**src/rtl/btn_cmd_ctrl.sv**
```systemverilog
// Button command controller: converts debounced button levels into press and
// hold-to-repeat events, arbitrates them round-robin and queues them in a FWFT FIFO.
module btn_cmd_ctrl #(
    parameter int N_BTN            = 4,
    parameter int REPEAT_DELAY_CYC = 12_500_000,
    parameter int REPEAT_RATE_CYC  = 2_500_000,
    parameter int FIFO_DEPTH       = 4
) (
    input  logic                     clk,
    input  logic                     rst,
    input  logic [N_BTN-1:0]         btn_level,
    input  logic [N_BTN-1:0]         rpt_en,
    output logic                     cmd_valid,
    input  logic                     cmd_ready,
    output logic [$clog2(N_BTN)-1:0] cmd_id,
    output logic                     cmd_repeat,
    output logic                     ovf,
    input  logic                     ovf_clr
);

    localparam int ID_W    = $clog2(N_BTN);
    localparam int CNT_MAX = (REPEAT_DELAY_CYC > REPEAT_RATE_CYC) ? REPEAT_DELAY_CYC
                                                                  : REPEAT_RATE_CYC;
    localparam int CNT_W   = $clog2(CNT_MAX + 1);
    localparam int PTR_W   = $clog2(FIFO_DEPTH);
    localparam int FCNT_W  = $clog2(FIFO_DEPTH + 1);

    localparam logic [CNT_W-1:0]  DELAY_LAST = CNT_W'(REPEAT_DELAY_CYC - 1);
    localparam logic [CNT_W-1:0]  RATE_LAST  = CNT_W'(REPEAT_RATE_CYC - 1);
    localparam logic [ID_W-1:0]   LAST_ID    = ID_W'(N_BTN - 1);
    localparam logic [FCNT_W-1:0] FULL_CNT   = FCNT_W'(FIFO_DEPTH);
    localparam logic [N_BTN-1:0]  ONE_HOT0   = {{(N_BTN-1){1'b0}}, 1'b1};

    typedef enum logic [1:0] {
        IDLE,
        HOLD,
        RPT
    } btn_state_t;

    typedef struct packed {
        logic [ID_W-1:0] id;
        logic            rpt;
    } cmd_t;

    btn_state_t        state_q [N_BTN];
    btn_state_t        state_d [N_BTN];
    logic [CNT_W-1:0]  cnt_q   [N_BTN];
    logic [CNT_W-1:0]  cnt_d   [N_BTN];
    logic [N_BTN-1:0]  prev_q;
    logic [N_BTN-1:0]  evt;
    logic [N_BTN-1:0]  evt_rpt;

    logic [N_BTN-1:0]  pend_q;
    logic [N_BTN-1:0]  pend_rpt_q;
    logic [N_BTN-1:0]  pend_keep;
    logic [N_BTN-1:0]  pend_d;
    logic [N_BTN-1:0]  pend_rpt_d;
    logic [N_BTN-1:0]  drop;

    logic              grant_vld;
    logic [ID_W-1:0]   grant_idx;
    logic [N_BTN-1:0]  grant_oh;
    logic [ID_W-1:0]   rr_ptr;
    logic [ID_W:0]     scan_sum;
    logic [ID_W-1:0]   scan_idx;

    cmd_t              mem [FIFO_DEPTH];
    logic [PTR_W-1:0]  wr_ptr;
    logic [PTR_W-1:0]  rd_ptr;
    logic [FCNT_W-1:0] fifo_cnt;
    logic              fifo_full;
    logic              push;
    logic              pop;

    // ------------------------------------------------------------------
    // Per-button FSM: state register
    // ------------------------------------------------------------------
    // NOTE: flops use non-blocking assignments so every register samples pre-edge values.
    always_ff @(posedge clk or posedge rst) begin
        if (rst) begin
            for (int i = 0; i < N_BTN; i++) begin
                state_q[i] <= IDLE;
                cnt_q[i]   <= '0;
            end
            prev_q <= '0;
        end else begin
            for (int i = 0; i < N_BTN; i++) begin
                state_q[i] <= state_d[i];
                cnt_q[i]   <= cnt_d[i];
            end
            prev_q <= btn_level;
        end
    end

    // Per-button FSM: next state and counter; a released button always wins.
    // NOTE: every combinational output gets a default first so no latch is inferred.
    always_comb begin
        for (int i = 0; i < N_BTN; i++) begin
            state_d[i] = state_q[i];
            cnt_d[i]   = cnt_q[i];
            if (!btn_level[i]) begin
                state_d[i] = IDLE;
                cnt_d[i]   = '0;
            end else begin
                unique case (state_q[i])
                    IDLE: begin
                        if (!prev_q[i]) begin
                            state_d[i] = HOLD;
                            cnt_d[i]   = '0;
                        end
                    end
                    HOLD: begin
                        if (!rpt_en[i]) begin
                            cnt_d[i] = '0;
                        end else if (cnt_q[i] == DELAY_LAST) begin
                            state_d[i] = RPT;
                            cnt_d[i]   = '0;
                        end else begin
                            cnt_d[i] = cnt_q[i] + 1'b1;
                        end
                    end
                    RPT: begin
                        if (!rpt_en[i]) begin
                            state_d[i] = HOLD;
                            cnt_d[i]   = '0;
                        end else if (cnt_q[i] == RATE_LAST) begin
                            cnt_d[i] = '0;
                        end else begin
                            cnt_d[i] = cnt_q[i] + 1'b1;
                        end
                    end
                    default: begin
                        state_d[i] = IDLE;
                        cnt_d[i]   = '0;
                    end
                endcase
            end
        end
    end

    // Per-button FSM: event outputs
    always_comb begin
        evt     = '0;
        evt_rpt = '0;
        for (int i = 0; i < N_BTN; i++) begin
            if (btn_level[i]) begin
                unique case (state_q[i])
                    IDLE:    evt[i] = !prev_q[i];
                    HOLD:    evt[i] = rpt_en[i] && (cnt_q[i] == DELAY_LAST);
                    RPT:     evt[i] = rpt_en[i] && (cnt_q[i] == RATE_LAST);
                    default: evt[i] = 1'b0;
                endcase
            end
            evt_rpt[i] = (state_q[i] != IDLE);
        end
    end

    // ------------------------------------------------------------------
    // Round-robin arbiter: first pending slot at or above rr_ptr, wrapping
    // ------------------------------------------------------------------
    always_comb begin
        grant_vld = 1'b0;
        grant_idx = '0;
        scan_sum  = '0;
        scan_idx  = '0;
        for (int k = 0; k < N_BTN; k++) begin
            scan_sum = {1'b0, rr_ptr} + (ID_W + 1)'(k);
            if (scan_sum >= (ID_W + 1)'(N_BTN)) begin
                scan_sum = scan_sum - (ID_W + 1)'(N_BTN);
            end
            scan_idx = scan_sum[ID_W-1:0];
            if (!fifo_full && !grant_vld && pend_q[scan_idx]) begin
                grant_vld = 1'b1;
                grant_idx = scan_idx;
            end
        end
    end

    assign grant_oh = grant_vld ? (ONE_HOT0 << grant_idx) : '0;

    // A slot granted this cycle is free again, so a coincident event refills it.
    always_comb begin
        pend_keep  = pend_q & ~grant_oh;
        pend_d     = pend_keep;
        pend_rpt_d = pend_rpt_q;
        drop       = '0;
        for (int i = 0; i < N_BTN; i++) begin
            if (evt[i]) begin
                if (pend_keep[i]) begin
                    drop[i] = 1'b1;
                end else begin
                    pend_d[i]     = 1'b1;
                    pend_rpt_d[i] = evt_rpt[i];
                end
            end
        end
    end

    always_ff @(posedge clk or posedge rst) begin
        if (rst) begin
            pend_q     <= '0;
            pend_rpt_q <= '0;
            rr_ptr     <= '0;
            ovf        <= 1'b0;
        end else begin
            pend_q     <= pend_d;
            pend_rpt_q <= pend_rpt_d;
            if (grant_vld) begin
                rr_ptr <= (grant_idx == LAST_ID) ? '0 : grant_idx + 1'b1;
            end
            if (|drop) begin
                ovf <= 1'b1;
            end else if (ovf_clr) begin
                ovf <= 1'b0;
            end
        end
    end

    // ------------------------------------------------------------------
    // Command FIFO (first-word-fall-through)
    // ------------------------------------------------------------------
    assign fifo_full = (fifo_cnt == FULL_CNT);
    assign cmd_valid = (fifo_cnt != '0);
    assign push      = grant_vld;
    assign pop       = cmd_valid && cmd_ready;

    always_ff @(posedge clk or posedge rst) begin
        if (rst) begin
            wr_ptr   <= '0;
            rd_ptr   <= '0;
            fifo_cnt <= '0;
        end else begin
            if (push) wr_ptr <= wr_ptr + 1'b1;
            if (pop)  rd_ptr <= rd_ptr + 1'b1;
            unique case ({push, pop})
                2'b10:   fifo_cnt <= fifo_cnt + 1'b1;
                2'b01:   fifo_cnt <= fifo_cnt - 1'b1;
                default: fifo_cnt <= fifo_cnt;
            endcase
        end
    end

    // NOTE: storage is not reset; the count qualifies it and the outputs are gated below.
    always_ff @(posedge clk) begin
        if (push) begin
            mem[wr_ptr] <= {grant_idx, pend_rpt_q[grant_idx]};
        end
    end

    assign cmd_id     = cmd_valid ? mem[rd_ptr].id  : '0;
    assign cmd_repeat = cmd_valid ? mem[rd_ptr].rpt : 1'b0;

endmodule

```
**config.mk**
```make
export PLATFORM = sky130hd
export DESIGN_NAME = btn_cmd_ctrl
export DESIGN_NICKNAME = d
export VERILOG_FILES = /design/src/rtl/btn_cmd_ctrl.sv
export SDC_FILE = /design/constraint.sdc
export NUM_CORES = 1
export LEC_CHECK = 0
export ABC_AREA = 1
export CAP_MARGIN = 20
export CORE_UTILIZATION = 63
export DETAILED_ROUTE_END_ITERATION = 10
export PLACE_DENSITY_LB_ADDON = 0.05
export SETUP_SLACK_MARGIN = 0.15
export SYNTH_ARGS = -nofsm -noshare
export SYNTH_HDL_FRONTEND = slang
export SYNTH_SLANG_ARGS = --single-unit
```
**constraint.sdc**
```tcl
create_clock -name clk -period 4.8 [get_ports clk]
set_input_delay 0.96 -clock clk [delete_from_list [all_inputs] [get_ports clk]]
set_output_delay 0.96 -clock clk [all_outputs]
set_load 0.05 [all_outputs]
```
; Yosys cells after proc, flatten, opt, wreduce, memory -nomap -nowiden
; Memory sizes are Yosys's and may differ from the RTL's.
; Index checks and enable logic that the tools add are counted.
[classes]
eq_ne = 36
shifts = 1
mux = 103
reduce_logical = 44
add_sub_neg = 16
n_bitwise = 6
order_cmp = 9
[op_table]
columns = op, n
row1 = 2-to-1 mux 24 bit, 24
row2 = one-hot mux 24 bit (3 select lines), 4
row3 = "adder 24 x 1 -> 24 bit, second input constant", 4
row4 = "equality test 24 x 22 -> 1 bit, second input constant", 4
row5 = "equality test 24 bit, second input constant", 4
row6 = 2-to-1 mux 2 bit, 30
row7 = "!= test 3 bit, second input constant", 16
row8 = 2-to-1 mux 1 bit, 30
row9 = one-hot mux 2 bit (3 select lines), 4
row10 = logical AND 1 bit, 16
row11 = AND reduction 4 bit, 4
row12 = "less-than comparator 2 x 3 -> 1 bit, second input constant", 5
row13 = "equality test 2 bit, second input constant", 6
row14 = one-hot mux 1 bit (3 select lines), 4
row15 = nonzero test 2 bit, 6
row16 = binary-select mux 1 bit (select 2 bit), 5
row17 = "equality test 2 x 1 -> 1 bit, second input constant", 5
row18 = "greater-or-equal comparator 3 bit, second input constant", 3
row19 = logical NOT 1 bit, 8
row20 = logical NOT 2 bit, 4
row21 = AND reduction 2 bit, 4
row22 = "subtractor 2 x 1 -> 2 bit, second input constant", 4
row23 = "adder 2 x 1 -> 2 bit, second input constant", 3
row24 = "adder 2 x 2 -> 3 bit, second input constant", 2
row25 = other kinds (13), 16
[totals]
ramBits = 12
word_cells = 235
reg_bits = 126
output_inout_bits = 5
inputBits = 12
memories = 1
[memory_table]
columns = name, depth, word_bits, read_ports, rd_clocked_by_memory_dff, write_ports, line
row1 = mem, 4, 3, 1, 0, 1, 67  ; cmd_t mem [FIFO_DEPTH];

; Depth between registers and ports, before layout
[logic_depth]
word_depth = 26
depth_mapped = 18
mapped_depth_nobuf = 17

; Least setup slack after synthesis
; No wires, ideal clock.
[synth_path]
path_kind = flip-flop to output port
from = register rd_ptr[0]
to = output cmd_id[0]
required_ns = 3.840
path_slack_ns = 2.314
n_path_buf = 1
t_arrival_ns = 1.526
path_stages_with_launch = 6
cell_sequence = dfrtp_1 clkbuf_1 nor2_1 nor2_1 o21ai_0 a21oi_1
[synth_via]
elab_chain_cells = 2
[synth_rtl]
columns = item, line
row1 = "start, declared", 69  ; logic [PTR_W-1:0] rd_ptr;
row2 = "start signal, assigned", 234  ; if (pop) rd_ptr <= rd_ptr + 1'b1;
row3 = memory (4 x 3 bit), -
row4 = 2-to-1 mux 2 bit, 250  ; assign cmd_id = cmd_valid ? mem[rd_ptr].id : '0;
row5 = "end, declared", 15  ; output logic [$clog2(N_BTN)-1:0] cmd_id,
; No other way between the ends.

; Final worst setup path
[layout_path]
from = input btn_level[3]
to = register cnt_q[17] (netlist bit)
[layout_via]
elab_chain_cells = 1
[layout_rtl]
columns = item, line
row1 = "start, declared", 11  ; input logic [N_BTN-1:0] btn_level,
row2 = != test 3 bit (no line) or 2-to-1 mux 24 bit (tied branches), -
row3 = "end signal, assigned by index", 89  ; cnt_q[i] <= cnt_d[i];
row4 = "end, declared", 47  ; logic [CNT_W-1:0] cnt_q [N_BTN];
; Parallel ways exist; a longest one is shown, timed or not.
; A chain may end at the register's enable or synchronous reset.

==> results.sh <==
export IMPL_gp_congestion=0.889
export IMPL_wl_microns=17600
export IMPL_ant_nets=0
export IMPL_async_flop_share_pct=91.3
export IMPL_synth_edf_count=12
export IMPL_core_sq_um=13200
export IMPL_synthCells=1090
export IMPL_finClkSkew_ns=0.00458
export IMPL_drive_gt1_share_pct=7.73
export IMPL_crit_path_end_kind="flop"
export IMPL_fin_ws_ns=1.68
export IMPL_cts_root_buf="clkbuf_16"
export IMPL_finish_utilization_pct=70.8
export IMPL_ys_seq_area_share_pct=41.4
export IMPL_setup_tns_ns=0
export IMPL_status="finished clean"
export IMPL_drc=0
export IMPL_finalCriticalPeriod_ns=3.12
export IMPL_grt_usage_pct=27.3
export IMPL_vias=7194
export IMPL_fin_nets=1157
export IMPL_r2r_start="state_q[0]"
export IMPL_place_hpwl_microns=12700
export IMPL_cts_tree="yes"
export IMPL_io_buffers=16
export IMPL_tightest_slew_ns=0.977
export IMPL_place_inst=1270
export IMPL_yosys_warnings=0
export IMPL_dp_slack_ns=1.29
export IMPL_cts_hold_buf=0
export IMPL_fp_dieW_microns=118
export IMPL_via_per_inst=5.53
export IMPL_grt_pass1_wl_microns=30800
export IMPL_timing_final_crit_share_pct=65.0
export IMPL_worstSetupPathType="primary input to flop"
export IMPL_cp_arrival_ns=3.47
export IMPL_cp_startpoint="btn_level[3]"
export IMPL_hp_class="flop to flop"
export IMPL_cts_sinks=138
export IMPL_cp_slowest_cell="clkdlybuf4s50_1"
export IMPL_fin_area_sq_um=9340
export IMPL_cts_path_max_buffers=2
export IMPL_synth_avg_cell_area_sq_um=7.79
export IMPL_p_comb_share_pct=40.6
export IMPL_critPathMaxStageDelay_ns=0.46
export IMPL_slew_headroom_pct=34.8
export IMPL_worstSetupStartpointType="primary input"
export IMPL_netlist_area_sq_um=8490
export IMPL_synth_nets=1133
export IMPL_htree_levels=4
export IMPL_crit_chain="clkdlybuf4s50_1 > nand3_2 > clkinv_1 > nor2_1 > and3_1 > nand2_1 > inv_1 > o21ai_0 > a21oi_1"
export IMPL_peakVddDrop_uv=276
export IMPL_fmaxAchievable_mhz=320
export IMPL_ys_flop_type="dfrtp_1"
export IMPL_antenna_found_initial=0
export IMPL_final_cells=1302
export IMPL_r2r_setup_slack_ns=1.95
export IMPL_final_cell_mix="211 x nand2_1, 152 x inv_1, 126 x nor2_1, 126 x dfrtp_1, 68 x nand3_1"
export IMPL_antenna_cells=0
export IMPL_powerDensity_nw_per_um2=494
export IMPL_place_area_sq_um=8820
export IMPL_first_iter_violations=411
export IMPL_pwr_share_seq_pct=34.5
export IMPL_internal_power_mw=2.76
export IMPL_rows=42
export IMPL_cts_resized=0
export IMPL_crit_required_ns=5.15
export IMPL_grt_pass1_vias=6982
export IMPL_path_clk_slew_ns=0.06
export IMPL_firstDrtPassIters=5
export IMPL_switchingPower_mw=1.86
export IMPL_p_leak_nw=3.90
export IMPL_die_area_sq_um=14000
export IMPL_area_growth_pct=9.99
export IMPL_numCtsBuffers=17
export IMPL_slew_viol_final=0
export IMPL_grt_ovfl_total=0
export IMPL_grt_setup_unrepaired="false"
export IMPL_hold_violations=0
export IMPL_switching_share_pct=40.3
export IMPL_fin_total_pwr_mw=4.62
export IMPL_clk_latency_ns=0.42
export IMPL_timing_hold_ws_ns=0.488
export IMPL_cp_max_fo=18
export IMPL_min_from="fifo_cnt[0]"
export IMPL_synth_seq_cells=138
export IMPL_grt_max_degree=110
export IMPL_drv_cap=0
export IMPL_die_h_microns=118
export IMPL_final_common_cell="nand2_1"
export IMPL_setup_viol=0
export IMPL_post_cts_buffers=0
export IMPL_post_drt_wl_per_cell_microns=13.5
export IMPL_ys_types=51
export IMPL_start_util_pct=64.4
export IMPL_clock_power_share_pct=24.8
export IMPL_io_pins=17
[sequential cells by signal, indices dropped and copies added (netlist names)]
register,count
state_q,8
mem,12
rr_ptr,2
ovf,1
fifo_cnt,3
rd_ptr,2
cnt_q,96
pend_q,4
wr_ptr,2
pend_rpt_q,4
prev_q,4
[cell type report]
class                           instances  area [sq um]
Sequential cell                       138          3510
Inverter                              162           618
Clock inverter                          3          15.0
Multi-Input combinational cell        776          4290
Timing Repair Buffer                   19           186
Fill cell                            1091          3850
Tap cell                              176           220
Clock buffer                           28           497
[per-layer routing]
layer	global-route usage, %	part of all wire (%)	up-vias
li1	-	-	3636
met2	45.8	48	140
met1	34.8	46	3381
met4	12.7	2.5	0
met5	0	0	-
met3	4.07	3.5	37
[cell families (layout without fill, tap and decap cells)]
kind of cell / Yosys count / count (layout) / share of synthesized area, %
compound gates: 152 / 152 / 10.5
flops: 138 / 138 / 41.4
fa+ha+maj: 31 / 31 / 4.65
mux: 2 / 2 / 0.236
buf+inv: 176 / 212 / 8.10
simple gates: 536 / 536 / 29.4
xor+xnor: 55 / 55 / 5.67
[worst max-delay path, delay by kind of cell]
kind	cells	cell delay (ns)
buf+inv	3	1.12
compound gates	2	0.26
simple gates	4	1.12
[final timing paths]
| path | cells past startpoint | to |
|---|---|---|
| max in group asynchronous | 3 | cnt_q[14] |
| worst min register to register | 1 | fifo_cnt[0] |
| worst max register to register | 10 | cnt_q[17] |
| worst max-delay path | 9 | cnt_q[17] |
| min in group asynchronous | 2 | cnt_q[24] |
| worst min-delay path | 1 | fifo_cnt[0] |
[cells in the mapped netlist, drive strengths merged, types with 5 or more instances]
| cell type | n | area (sq um) |
|---|---|---|
| buf | 9 | 56.3 |
| nand3 | 81 | 470 |
| inv | 160 | 606 |
| a21oi | 28 | 151 |
| nor4 | 7 | 43.8 |
| ha | 30 | 375 |
| edfxtp | 12 | 360 |
| xor2 | 52 | 455 |
| nor3 | 37 | 215 |
| o22ai | 38 | 238 |
| nand4 | 39 | 244 |
| clkbuf | 5 | 18.8 |
| nor2 | 138 | 563 |
| nand2 | 227 | 917 |
| dfrtp | 126 | 3150 |
| o21ai | 65 | 340 |
[power by group through the flow]
stage / logic [mW] / registers [mW] / clock network (mW)
floorplan: 1.51 / 1.57 / 0
global placement: 1.83 / 1.61 / 0
detailed placement: 1.88 / 1.61 / 0
CTS: 1.89 / 1.59 / 1.17
global route: 2.14 / 1.62 / 1.22
finish: 1.88 / 1.59 / 1.15
Power figures use the tool's default switching activity.
